===== src/rtl/motion_sched.sv =====
// motion_sched: command FIFO plus sequencer feeding a six-axis pulse generator.
// Optional move watchdog is compiled in when MOTION_SCHED_TIMEOUT_EN is defined.
module motion_sched #(
  parameter int unsigned FIFO_DEPTH  = 4,
  parameter int unsigned TIMEOUT_CYC = 100000
) (
  input  logic       sysclk,
  input  logic       rst,
  input  logic       cmd_valid,
  output logic       cmd_ready,
  input  logic [2:0] cmd_motor,
  input  logic [9:0] cmd_pulses,
  input  logic       cmd_dir,
  input  logic [5:0] init_flag,
  input  logic       pg_busy,
  output logic [5:0] pg_motor,
  output logic [9:0] pg_pulse_num,
  output logic [5:0] pg_dir,
  output logic       done,
  output logic       cmd_err,
  output logic       ready_all
);
  localparam int unsigned AW = (FIFO_DEPTH > 1) ? $clog2(FIFO_DEPTH) : 1;
  localparam int unsigned CW = $clog2(FIFO_DEPTH + 1);

  typedef enum logic [2:0] {WAIT_INIT, IDLE, ISSUE, WAIT_BUSY, RUN, DONE} state_t;
  typedef struct packed {
    logic [2:0] motor;
    logic [9:0] pulses;
    logic       dir;
  } entry_t;

  state_t        state_q, state_d;
  entry_t        mem_q [FIFO_DEPTH];
  entry_t        mem_d [FIFO_DEPTH];
  logic [AW-1:0] wr_ptr_q, wr_ptr_d, rd_ptr_q, rd_ptr_d;
  logic [CW-1:0] count_q, count_d;
  logic [5:0]    pg_motor_q, pg_motor_d, pg_dir_q, pg_dir_d;
  logic [9:0]    pg_pulse_num_q, pg_pulse_num_d;
  logic          done_q, done_d, cmd_err_q, cmd_err_d, ready_all_q, ready_all_d;
  logic          accept, push, bad_cmd, pop, init_ok, abort, timeout_hit;
  entry_t        head;

  assign cmd_ready    = (count_q != CW'(FIFO_DEPTH));
  assign accept       = cmd_valid && cmd_ready;
  assign push         = accept && (cmd_motor <= 3'd5);
  assign bad_cmd      = accept && (cmd_motor > 3'd5);
  assign init_ok      = &init_flag;
  assign head         = mem_q[rd_ptr_q];
  assign pg_motor     = pg_motor_q;
  assign pg_pulse_num = pg_pulse_num_q;
  assign pg_dir       = pg_dir_q;
  assign done         = done_q;
  assign cmd_err      = cmd_err_q;
  assign ready_all    = ready_all_q;

`ifdef MOTION_SCHED_TIMEOUT_EN
  localparam int unsigned TW = $clog2(TIMEOUT_CYC + 1);
  logic [TW-1:0] timer_q, timer_d;

  always_comb begin
    timer_d     = '0;
    timeout_hit = 1'b0;
    if (state_q == WAIT_BUSY || state_q == RUN) begin
      timer_d     = timer_q + 1'b1;
      timeout_hit = (timer_q == TW'(TIMEOUT_CYC - 1));
    end
  end

  always_ff @(posedge sysclk) begin
    if (rst) timer_q <= '0;
    else     timer_q <= timer_d;
  end
`else
  always_comb timeout_hit = 1'b0;
  // TIMEOUT_CYC only matters with the watchdog built in.
  if (TIMEOUT_CYC == 0) begin : g_timeout_unused
  end
`endif

  // An abort in ISSUE leaves the head in the FIFO; only an issued move is dropped.
  always_comb begin
    state_d        = state_q;
    pg_motor_d     = pg_motor_q;
    pg_pulse_num_d = pg_pulse_num_q;
    pg_dir_d       = pg_dir_q;
    done_d         = 1'b0;
    cmd_err_d      = bad_cmd;
    pop            = 1'b0;
    abort          = !init_ok && (state_q == IDLE || state_q == ISSUE ||
                                  state_q == WAIT_BUSY || state_q == RUN);
    if (abort) begin
      state_d        = WAIT_INIT;
      pg_motor_d     = '0;
      pg_pulse_num_d = '0;
      cmd_err_d      = 1'b1;
    end else begin
      case (state_q)
        WAIT_INIT: if (init_ok) state_d = IDLE;
        IDLE:      if (count_q != '0) state_d = ISSUE;
        ISSUE: begin
          pop = 1'b1;
          if (head.pulses == '0) begin
            state_d = DONE;
            done_d  = 1'b1;
          end else begin
            state_d                = WAIT_BUSY;
            pg_motor_d             = 6'd1 << head.motor;
            pg_pulse_num_d         = head.pulses;
            pg_dir_d[head.motor]   = head.dir;
          end
        end
        WAIT_BUSY, RUN: begin
          if (timeout_hit) begin
            state_d        = IDLE;
            pg_motor_d     = '0;
            pg_pulse_num_d = '0;
            cmd_err_d      = 1'b1;
          end else if (state_q == WAIT_BUSY && pg_busy) begin
            state_d = RUN;
          end else if (state_q == RUN && !pg_busy) begin
            state_d        = DONE;
            pg_motor_d     = '0;
            pg_pulse_num_d = '0;
            done_d         = 1'b1;
          end
        end
        DONE:    state_d = IDLE;
        default: state_d = WAIT_INIT;
      endcase
    end
    ready_all_d = (state_d != WAIT_INIT);
  end

  always_comb begin
    mem_d    = mem_q;
    wr_ptr_d = wr_ptr_q;
    rd_ptr_d = rd_ptr_q;
    count_d  = count_q + CW'(push) - CW'(pop);
    if (push) begin
      mem_d[wr_ptr_q] = '{motor: cmd_motor, pulses: cmd_pulses, dir: cmd_dir};
      wr_ptr_d        = wr_ptr_q + 1'b1;
    end
    if (pop) rd_ptr_d = rd_ptr_q + 1'b1;
  end

  always_ff @(posedge sysclk) begin
    if (rst) begin
      state_q        <= WAIT_INIT;
      for (int unsigned i = 0; i < FIFO_DEPTH; i++) mem_q[i] <= '0;
      wr_ptr_q       <= '0;
      rd_ptr_q       <= '0;
      count_q        <= '0;
      pg_motor_q     <= '0;
      pg_pulse_num_q <= '0;
      pg_dir_q       <= '0;
      done_q         <= 1'b0;
      cmd_err_q      <= 1'b0;
      ready_all_q    <= 1'b0;
    end else begin
      state_q        <= state_d;
      mem_q          <= mem_d;
      wr_ptr_q       <= wr_ptr_d;
      rd_ptr_q       <= rd_ptr_d;
      count_q        <= count_d;
      pg_motor_q     <= pg_motor_d;
      pg_pulse_num_q <= pg_pulse_num_d;
      pg_dir_q       <= pg_dir_d;
      done_q         <= done_d;
      cmd_err_q      <= cmd_err_d;
      ready_all_q    <= ready_all_d;
    end
  end
endmodule


===== config.mk =====
export PLATFORM = sky130hd
export DESIGN_NAME = motion_sched
export DESIGN_NICKNAME = d
export VERILOG_FILES = /design/src/rtl/motion_sched.sv
export SDC_FILE = /design/constraint.sdc
export NUM_CORES = 1
export LEC_CHECK = 0
export ABC_AREA = 1
export BUFFER_PORTS_ARGS = -buffer_cell sky130_fd_sc_hd__buf_4
export CORE_ASPECT_RATIO = 0.8
export CORE_UTILIZATION = 44
export CTS_CLUSTER_DIAMETER = 30
export DETAILED_ROUTE_END_ITERATION = 7
export GPL_TIMING_DRIVEN = 1
export PLACE_DENSITY = 0.68
export SLEW_MARGIN = 5
export SYNTH_ARGS = -nofsm -noshare
export SYNTH_HDL_FRONTEND = slang
export SYNTH_SLANG_ARGS = --single-unit
export TNS_END_PERCENT = 20

===== constraint.sdc =====
create_clock -name sysclk -period 4.5 [get_ports sysclk]
set_clock_uncertainty 0.2 [all_clocks]
set_input_delay 0.45 -clock sysclk [delete_from_list [all_inputs] [get_ports sysclk]]
set_output_delay 0.45 -clock sysclk [all_outputs]
set_load 0.01 [all_outputs]

# After elaboration in Yosys (flattened, before gate mapping)
# Cells that the tools add are included.
# word_totals
mem_bits_rw,0
out_inout_bits,26
input_bits,24
wordCells,101
latchBits,0
rom_bits,0
register_bits,91
mem_count,0
# classes
eq_ne,9
n_bitwise,4
div_mod_pow,0
mul,0
n_reduce_logical,23
mux,31
n_lt_le_gt_ge,7
add_sub_neg,4
n_shift,1
# ops
operator,n
$bwmux W56,1
$mux W14,3
$mux W10,3
$bmux W14 S2,1
$demux W14 S2,1
$pmux W10 S2,1
$mux W3,6
$mux W6,3
$pmux W3 S5,1
$pmux W6 S2,1
$logic_not A10 Y1,1
$logic_and A1 B1 Y1,8
$mux W1,7
$bwmux W6,1
$eq A3 B2 Y1 const B,2
$eq A3 B3 Y1 const B,2
$ge A3 B3 Y1 const B,2
$ne A2 B2 Y1 const B,3
$not A2 Y3,2
$reduce_and A6 Y1,1
$reduce_bool A3 Y1,2
$shl A1 B3 Y6 const A,1
$add A2 B1 Y2 const B,2
$lt A3 B4 Y1 const B,1
18 further kinds,23

# Logic depth before layout (Yosys ltp)
# Gate-level depths: netlist of the first run.
# logic_depth
ltp_word,9
mapped_depth,13

# Worst setup path after synthesis of the first run
# No wires, ideal clock.
# synth_timing
kind,register to register
start,register state_q[1]
end,register count_q[2]
t_arrival_ns,2.138
synth_period_minus_slack_ns,2.458
path_stages_with_launch,12
setup_ns,0.120
path_slack_ns,2.042
required_time_ns,4.180
path_buffers,1
path_cell_list,dfxtp_1 -> inv_1 -> nor3_4 -> nor3b_4 -> buf_6 -> ha_1 -> inv_1 -> ha_1 -> inv_1 -> fa_1 -> o21ai_0 -> a21oi_1
# synth_via
elab_chain_cells,7
word_cells_on_any_way,11
# synth_lines
item,line_no,source
start: declaration,33,"state_t state_q, state_d;"
start signal: assignment,161,state_q <= state_d;
$eq A3 B1 Y1 / $eq A3 B2 Y1 (equally long branches),"90, 98",
$logic_or A1 B1 Y1 (2 in a row),90,abort = !init_ok && (state_q == IDLE || state_q == ISSUE ||
$logic_or A1 B1 Y1,91,state_q == WAIT_BUSY || state_q == RUN);
$logic_and A1 B1 Y1,90,
$mux W1 (*),92,if (abort) begin
via pop,41,"logic accept, push, bad_cmd, pop, init_ok, abort, timeout_hit;"
$sub A3 B1 Y3 (*),139,count_d = count_q + CW'(push) - CW'(pop);
end signal: assignment,165,count_q <= count_d;
end: declaration,37,"logic [CW-1:0] count_q, count_d;"
# The timed path passes the listed nets; every way through them passes the cells marked *.
# A chain may end at the register's enable or synchronous reset.

# Final worst setup path of the first run
# layout_timing
start,register rd_ptr_q[0]
end,"register pg_pulse_num_q[1], in the netlist pg_pulse_num[1]"
# layout_via
elab_chain_cells,7
word_cells_on_any_way,9
# layout_lines
item,line_no,source
start: declaration,36,"logic [AW-1:0] wr_ptr_q, wr_ptr_d, rd_ptr_q, rd_ptr_d;"
start signal: assignment,164,rd_ptr_q <= rd_ptr_d;
$not A2 Y3 (not written as such) (*),49,assign head = mem_q[rd_ptr_q];
$bmux W14 S2 (*),49,
$mux W14 (not written as such) (*) (2 in a row),49,
$logic_not A10 Y1,103,if (head.pulses == '0) begin
$ne A2 B2 Y1 (no source line),-,
$reduce_and A4 Y1 (no source line),-,
end signal: assignment,167,pg_pulse_num_q <= pg_pulse_num_d;
end: declaration,39,"logic [9:0] pg_pulse_num_q, pg_pulse_num_d;"
# Mark *: on every way between the ends. The rest lies on a longest branch, timed or not. The select of a mux whose other input is x is not followed.

==> results by group, run 1 <==
Status
  • Result of the run: complete, no violations

Detailed routing
  • Vias per std cell: 5.24
  • Router iterations before antenna repair: 5
  • DRC violation count after routing: 0
  • Total routed wirelength: 11400 um
  • Total number of vias: 4156
  • Count of nets left with antenna violations after detail routing: 0
  • First-iteration detailed-routing DRC count: 268
  • Average routed wire per standard cell: 14.4 um

Worst setup path
  • Signal arrival time at the worst endpoint: 3.25 ns
  • Dominant cell type by count on the critical path: sky130_fd_sc_hd__nand2_1
  • Cell type group with the largest total delay on the critical path: simple AND/OR/NAND/NOR gates
  • Crit-path cells: inv_2, nand2_1, nand3_1, nand2_1, nand2_2, nor2_4, nand4_4, nand2_2, nand2_1, nand2_1, nor2_1
  • Req. time, crit path: 4.54 ns
  • Largest stage delay, worst path: 0.98 ns
  • Highest-delay cell along the critical path: sky130_fd_sc_hd__dfxtp_1
  • Setup crit end kind: register
  • Maximum fanout along the worst path: 30
  • Nature of the critical path startpoint: register
  • Kind of critical path: register to register
  • Worst path buffer plus inverter count: 1
  • Worst R2R Setup Slack: 1.30 ns

Placement
  • # port buffers: 49
  • Placed wire-length estimate after detailed placement: 7940 um
  • Final GP Congestion: 0.851
  • Instance area at placement: 4750 um^2

Cells and area
  • Final design instance area without fill: 5080 um^2
  • Layout cells sized above 1: 14.8%
  • Final #Nets: 684
  • Signed area change from the synthesized netlist to the final layout: 14.7%
  • ANT cells: 0

Floorplanning
  • Initial cell density of the core: 45.6%
  • Die extent in x: 114 um
  • Core box area: 9730 um^2
  • Number of I/O pins: 50
  • Die height: 91.8 um
  • Die ar.: 10500 um^2
  • Count of standard-cell rows: 32

Synth
  • Share of synthesized area occupied by flip-flops and latches: 41.1%
  • Mean area per synthesized cell: 7.07 um^2
  • Proportion of netlist area held by the largest area contributor: 41.1%
  • Yosys warning total: 0
  • Main flop type after synthesis: sky130_fd_sc_hd__dfxtp_1
  • Largest cells by area after synthesis: sky130_fd_sc_hd__dfxtp_1 (41%), sky130_fd_sc_hd__nand2_1 (15%), sky130_fd_sc_hd__nand3_1 (10%), sky130_fd_sc_hd__a21oi_1 (8.7%), sky130_fd_sc_hd__nor2_1 (3.7%)
  • Area of the mapped netlist: 4430 um^2
  • Share of synthesized registers carrying an async set or reset: 0%
  • Leading post-synthesis cells by instance count: sky130_fd_sc_hd__nand2_1 (175), sky130_fd_sc_hd__dfxtp_1 (91), sky130_fd_sc_hd__nand3_1 (90), sky130_fd_sc_hd__a21oi_1 (77), sky130_fd_sc_hd__nor2_1 (44)
  • Cell accounting for the most synthesized area: sky130_fd_sc_hd__dfxtp_1
  • Most used standard cell by instance count after synthesis: sky130_fd_sc_hd__nand2_1
  • Gate count of the mapped netlist: 627
  • Distinct cell type count of the synthesized netlist: 30
  • Post-synth EDFFs: 0
  • Synth Register Bits: 91
  • Synthesized Nets: 658

Global routing
  • Pin count of the biggest net entering global routing: 55
  • Wire length of the first global-routing pass: 18800 um
  • Via count of the first global-routing pass: 3881
  • Antenna violations before repair: 0
  • Congestion Overflow GR: 0
  • Total routing resource utilization after global routing: 22.9%

Clocking
  • Hold Buf Count CTS: 0
  • Clock transition at path regs: 0.07 ns
  • Setup Buffers After CTS: 0
  • Number of sinks handled by clock tree synthesis: 91
  • Clock latency reported for the late side of the worst-skew pair: 0.35 ns
  • Root buffer selected by CTS: sky130_fd_sc_hd__clkbuf_16
  • H-tree depth: 3
  • Maximum buffer depth of the clock tree: 2
  • CTS tree: built
  • Cts bufs inserted: 9
  • Number of gates resized after cts: 0

STA
  • Sum of negative setup slack: 0 ns
  • Final hold violation count: 0
  • Slew at the pin closest to its max-slew limit: 1.00 ns
  • Setup repair after global routing missed its margin: no
  • Post-layout minimum cycle time: 3.20 ns
  • Maximum clock rate: 312 MHz
  • Final worst hold slack: 0.204 ns
  • Final Max Tran Viols: 0
  • Period utilisation layout: 71.2%
  • Max-Slew Margin vs Limit: 33.2%
  • Final setup violation count: 0

Power
  • Internal power of the cells: 1.46 mW
  • Power density relative to cell area: 387 nW/um^2
  • Sequential group share of total power: 43.6%
  • Part of the power in the clock network: 43.5%
  • Relative contribution of combinational cells to total power: 13.0%
  • Switching power as a share of total power: 25.8%
  • Peak supply drop: 0.000233 V
  • Static Leak: 2.08 nW
  • Switching power of the nets: 0.508 mW

Flow run
  • Reported max-cap violation count: 0

Worst hold path
  • Worst Hold Class: input pin to register
-- final cells by class --
type / instances / area (um^2)
multi-input combinational: 451 / 2190
clock inverter: 5 / 103
sequential: 91 / 1820
timing repair buffer: 51 / 383
inverter: 49 / 185
clock buffer: 10 / 229
tap: 136 / 170
fill: 959 / 4650
-- worst min-delay path: stages --
cell	delay, ns
sky130_fd_sc_hd__buf_4	0.12
sky130_fd_sc_hd__nand3_1	0.07
sky130_fd_sc_hd__a21oi_1	0.06
-- power by group through the flow --
stage | registers, mW | logic (mW) | clock network, mW
2_1_floorplan | 0.870 | 0.180 | 0
6_report | 0.856 | 0.255 | 0.854
3_5_place_dp | 0.873 | 0.251 | 0
4_1_cts | 0.856 | 0.253 | 0.870
3_3_place_gp | 0.873 | 0.244 | 0
5_1_grt | 0.859 | 0.282 | 0.896
-- path summary, 6_finish.rpt --
path	start	endpoint	cells past startpoint
worst max-delay path	rd_ptr_q[0]$_SDFFE_PP0P_	pg_pulse_num[1]$_SDFFE_PP0P_	11
worst min-delay path	cmd_pulses[9]	mem_q[24]$_SDFFE_PP0P_	3
worst max register to register	rd_ptr_q[0]$_SDFFE_PP0P_	pg_pulse_num[1]$_SDFFE_PP0P_	11
worst min register to register	mem_q[46]$_SDFFE_PP0P_	mem_q[46]$_SDFFE_PP0P_	2
-- cell usage in the layout, fill, tap and decap left out, types with 2 or more instances in the layout --
cell type	count
sky130_fd_sc_hd__a21oi_1	77
sky130_fd_sc_hd__buf_4	51
sky130_fd_sc_hd__clkbuf_16	9
sky130_fd_sc_hd__inv_1	43
sky130_fd_sc_hd__nand3_1	90
sky130_fd_sc_hd__o21ai_0	14
sky130_fd_sc_hd__nand2_1	175
sky130_fd_sc_hd__nand2_2	8
sky130_fd_sc_hd__nand3_2	10
sky130_fd_sc_hd__o211ai_1	4
sky130_fd_sc_hd__nor2_2	2
sky130_fd_sc_hd__clkinv_2	2
sky130_fd_sc_hd__nand4_1	9
sky130_fd_sc_hd__nor3_1	2
sky130_fd_sc_hd__ha_1	6
sky130_fd_sc_hd__nor2_1	44
sky130_fd_sc_hd__inv_2	5
sky130_fd_sc_hd__dfxtp_1	91
sky130_fd_sc_hd__nor2_4	2
sky130_fd_sc_hd__bufinv_16	3
-- sequential cells by signal, summed over array words and instances (netlist names) --
name          count
pg_pulse_num     10
rd_ptr_q          2
cmd_err           1
pg_motor          6
count_q           3
pg_dir            6
mem_q            56
state_q           3
wr_ptr_q          2
done              1
ready_all         1
-- logic make-up after synthesis --
family | after synthesis | share of synthesized area [%]
and+or+nand+nor | 345 | 35.6
AOI/OAI and AO/OA | 98 | 11.5
DFF | 91 | 41.1
buffers and inverters | 85 | 9.46
adders and majority gates | 7 | 2.15
xor gates and xnor gates | 1 | 0.198
-- per-stage QoR --
step | utilization [%] | worst slack [ns] | power, mW | instances
finish | 52.3 | 1.30 | 1.97 | 793
floorplan | - | 2.04 | 1.05 | 627
global route | 52.3 | 0.979 | 2.04 | 793
global placement | 48.8 | 1.48 | 1.12 | 778
detailed placement | 48.8 | 1.32 | 1.12 | 778
CTS | 52.3 | 1.31 | 1.98 | 793
-- per-layer routing --
metal	global-route usage [%]	share of wire [%]	vias to the layer above
li1	-	-	2098
met1	30.6	47	1932
met2	35.9	45	106
met3	5.49	6.1	20
met4	8.12	1.9	0
met5	0	0	-
Note: power is estimated with default switching activity, not from simulation.
==> run 2: changes to the inputs <==
--- a/config.mk
+++ b/config.mk
@@ -12,7 +12,7 @@
 export CTS_CLUSTER_DIAMETER = 30
 export DETAILED_ROUTE_END_ITERATION = 7
 export GPL_TIMING_DRIVEN = 1
-export PLACE_DENSITY = 0.68
+export PLACE_DENSITY = 0.7
 export SLEW_MARGIN = 5
 export SYNTH_ARGS = -nofsm -noshare
 export SYNTH_HDL_FRONTEND = slang
==> constraint.sdc (replaced) <==
create_clock -name sysclk -period 2.9 [get_ports sysclk]
set_clock_uncertainty 0.2 [all_clocks]
set_input_delay 0.29 -clock sysclk [delete_from_list [all_inputs] [get_ports sysclk]]
set_output_delay 0.29 -clock sysclk [all_outputs]
set_load 0.01 [all_outputs]
==> run 2 against run 1 <==
Flip-flop and latch count unchanged; first-iteration DRC count rose by 22%; sequential power grew 55%; worst setup slack got worse by 0.94 ns; power grew 49%; critical path depth is 1 lower; wire length rose by 3.4%; maximum frequency increased by 26%; utilization is 0.57 points higher; critical endpoint is now count_q[2]$_SDFF_PP0_; largest cell class unchanged; highest routed layer unchanged.
==> results by group, run 2 (synthesized netlist as in run 1, its figures left out) <==
Worst setup path
  • Kind of critical path: register to register
  • Highest-delay cell along the critical path: sky130_fd_sc_hd__dfxtp_1
  • Maximum fanout along the worst path: 4 (-87%)
  • Signal arrival time at the worst endpoint: 2.58 ns (-0.67 ns)
  • Worst R2R Setup Slack: 0.36 ns (-0.94 ns)
  • Startpoint of the worst register-to-register path: state_q[1]$_SDFF_PP0_
  • Largest stage delay, worst path: 0.38 ns (-0.60 ns)
  • Crit-path cells: inv_1, nor3_4, nor3b_4, ha_1, inv_1, ha_1, inv_1, fa_1, o21ai_0, a21oi_1
  • Setup crit end kind: register
  • Dominant cell type by count on the critical path: sky130_fd_sc_hd__inv_1
  • Req. time, crit path: 2.93 ns (-1.61 ns)
  • Setup crit start: state_q[1]$_SDFF_PP0_
  • Nature of the critical path startpoint: register

Floorplanning
  • Count of standard-cell rows: 32 (unchanged)
  • Die extent in x: 114 um (unchanged)
  • Number of I/O pins: 50 (unchanged)
  • Die height: 91.8 um (unchanged)
  • Initial cell density of the core: 45.6% (unchanged)
  • Core box area: 9730 um^2 (unchanged)
  • Die ar.: 10500 um^2 (unchanged)

Global routing
  • Antenna violations before repair: 0 (unchanged)
  • Total routing resource utilization after global routing: 24.0% (+1.1 points)
  • Pin count of the biggest net entering global routing: 54 (-1.8%)
  • Congestion Overflow GR: 0 (unchanged)
  • Wire length of the first global-routing pass: 19500 um (+3.8%)
  • Via count of the first global-routing pass: 4004 (+3.2%)

STA
  • Final hold violation count: 0 (unchanged)
  • Slew at the pin closest to its max-slew limit: 0.642 ns (-0.359 ns)
  • Post-layout minimum cycle time: 2.54 ns (-0.659 ns)
  • Period utilisation layout: 87.7% (+17 points)
  • Final Max Tran Viols: 0 (unchanged)
  • Sum of negative setup slack: 0 ns (unchanged)
  • Max-Slew Margin vs Limit: 57.1% (+24 points)
  • Setup repair after global routing missed its margin: no
  • Maximum clock rate: 393 MHz (+26%)
  • Final setup violation count: 0 (unchanged)

Clocking
  • Cts bufs inserted: 9 (unchanged)
  • Number of sinks handled by clock tree synthesis: 91 (unchanged)
  • Hold Buf Count CTS: 0 (unchanged)
  • Maximum buffer depth of the clock tree: 2 (unchanged)
  • Number of gates resized after cts: 0 (unchanged)
  • Clock latency reported for the late side of the worst-skew pair: 0.35 ns (about the same)
  • Clock transition at path regs: 0.07 ns (about the same)
  • Setup Buffers After CTS: 0 (unchanged)
  • CTS tree: built
  • H-tree depth: 3 (unchanged)
  • Root buffer selected by CTS: sky130_fd_sc_hd__clkbuf_16

Detailed routing
  • Average routed wire per standard cell: 14.7 um (+1.8%)
  • Vias per std cell: 5.31 (+1.3%)
  • Total routed wirelength: 11800 um (+3.4%)
  • Routed metal-1 wire length: 5260 um (-2.6%)
  • Top routing layer in use: met4
  • First-iteration detailed-routing DRC count: 326 (+22%)
  • Met3 wire length: 826 um (+19%)
  • Count of nets left with antenna violations after detail routing: 0 (unchanged)
  • WL met2: 5480 um (+7.4%)
  • Total number of vias: 4275 (+2.9%)
  • Router iterations before antenna repair: 6 (+1)
  • DRC violation count after routing: 0 (unchanged)

Cells and area
  • Layout cells sized above 1: 16.4% (+1.7 points)
  • Area taken by multi-input logic gates: 2190 um^2 (unchanged)
  • ANT cells: 0 (unchanged)
  • Commonest non-fill, non-tap cell in the layout: sky130_fd_sc_hd__nand2_1
  • Signed area change from the synthesized netlist to the final layout: 15.9%
  • Commonest cells after routing, fill and taps aside: sky130_fd_sc_hd__nand2_1 (175), sky130_fd_sc_hd__dfxtp_1 (91), sky130_fd_sc_hd__nand3_1 (90)
  • Final #Nets: 695 (+1.6%)
  • Number of flip-flops under the largest register name: 56 (unchanged)
  • Filler cells: 964 (+0.52%)
  • Register with the highest flop count: mem_q
  • Combined flip-flop and latch cell area: 1820 um^2 (unchanged)
  • Cell Count, Final, Fillers Out: 805 (+1.5%)

Placement
  • Placed wire-length estimate after detailed placement: 8330 um (+4.8%)
  • Placed cell count: 789 (+1.4%)
  • # port buffers: 49 (unchanged)
  • Final GP Congestion: 0.846 (-0.66%)

Power
  • Total design power: 2.94 mW (+49%)
  • Static Leak: 2.11 nW (+1.5%)
  • Peak supply drop: 0.000326 V (+40%)
  • Power density relative to cell area: 572 nW/um^2 (+48%)

Worst hold path
  • Worst Hold Class: input pin to register
  • Worst Hold Launch: cmd_pulses[1]

Flow run
  • Reported max-cap violation count: 0 (unchanged)

Status
  • Result of the run: complete, no violations
-- run 2: layout make-up --
type | instances | area share [%]
multi-input cells | 451 | 42.7
flip-flops and latches | 91 | 35.5
repair buffers | 62 | 9.06
clock buffers | 10 | 4.65
inverters | 49 | 3.60
well taps | 136 | 3.31
clock inverters | 6 | 1.27
-- run 2: final timing paths --
check	depth (start not counted)	endpoint
hold reg to reg	2	mem_q[12]$_SDFFE_PP0P_
setup reg to reg	10	count_q[2]$_SDFF_PP0_
hold / removal	3	mem_q[2]$_SDFFE_PP0P_
setup / recovery	10	count_q[2]$_SDFF_PP0_
-- run 2: through the flow --
step	setup slack, ns	hold slack [ns]	utilization, %	instance area, um^2
2_1_floorplan	0.442	0.225	-	4430
3_3_place_gp	0.434	0.249	49.7	4830
3_5_place_dp	0.395	0.256	49.7	4830
4_1_cts	0.380	0.0351	52.8	5140
5_1_grt	0.236	0.0429	52.8	5140
6_report	0.356	0.0408	52.8	5140
-- run 2: power breakdown --
| group | switching (mW) | leakage (nW) | total, mW | internal, mW |
|---|---|---|---|---|
| clock network | 0.507 | 0.137 | 1.20 | 0.689 |
| registers | 0.0294 | 0.737 | 1.33 | 1.30 |
| logic | 0.278 | 1.24 | 0.412 | 0.134 |
-- run 2: worst max-delay path: cells and delay by family (launching register included) --
| family | cells | cell delay [ns] |
|---|---|---|
| simple gates | 2 | 0.60 |
| compound gates | 2 | 0.25 |
| buf+inv | 3 | 0.23 |
| flops | 1 | 0.38 |
| fa+ha+maj | 3 | 0.76 |
-- run 2: per-layer routing --
| metal | up-vias | track usage, % |
|---|---|---|
| li1 | 2114 | - |
| met1 | 1989 | 30.8 |
| met5 | - | 0 |
| met3 | 21 | 6.01 |
| met2 | 151 | 38.6 |
| met4 | 0 | 9.31 |
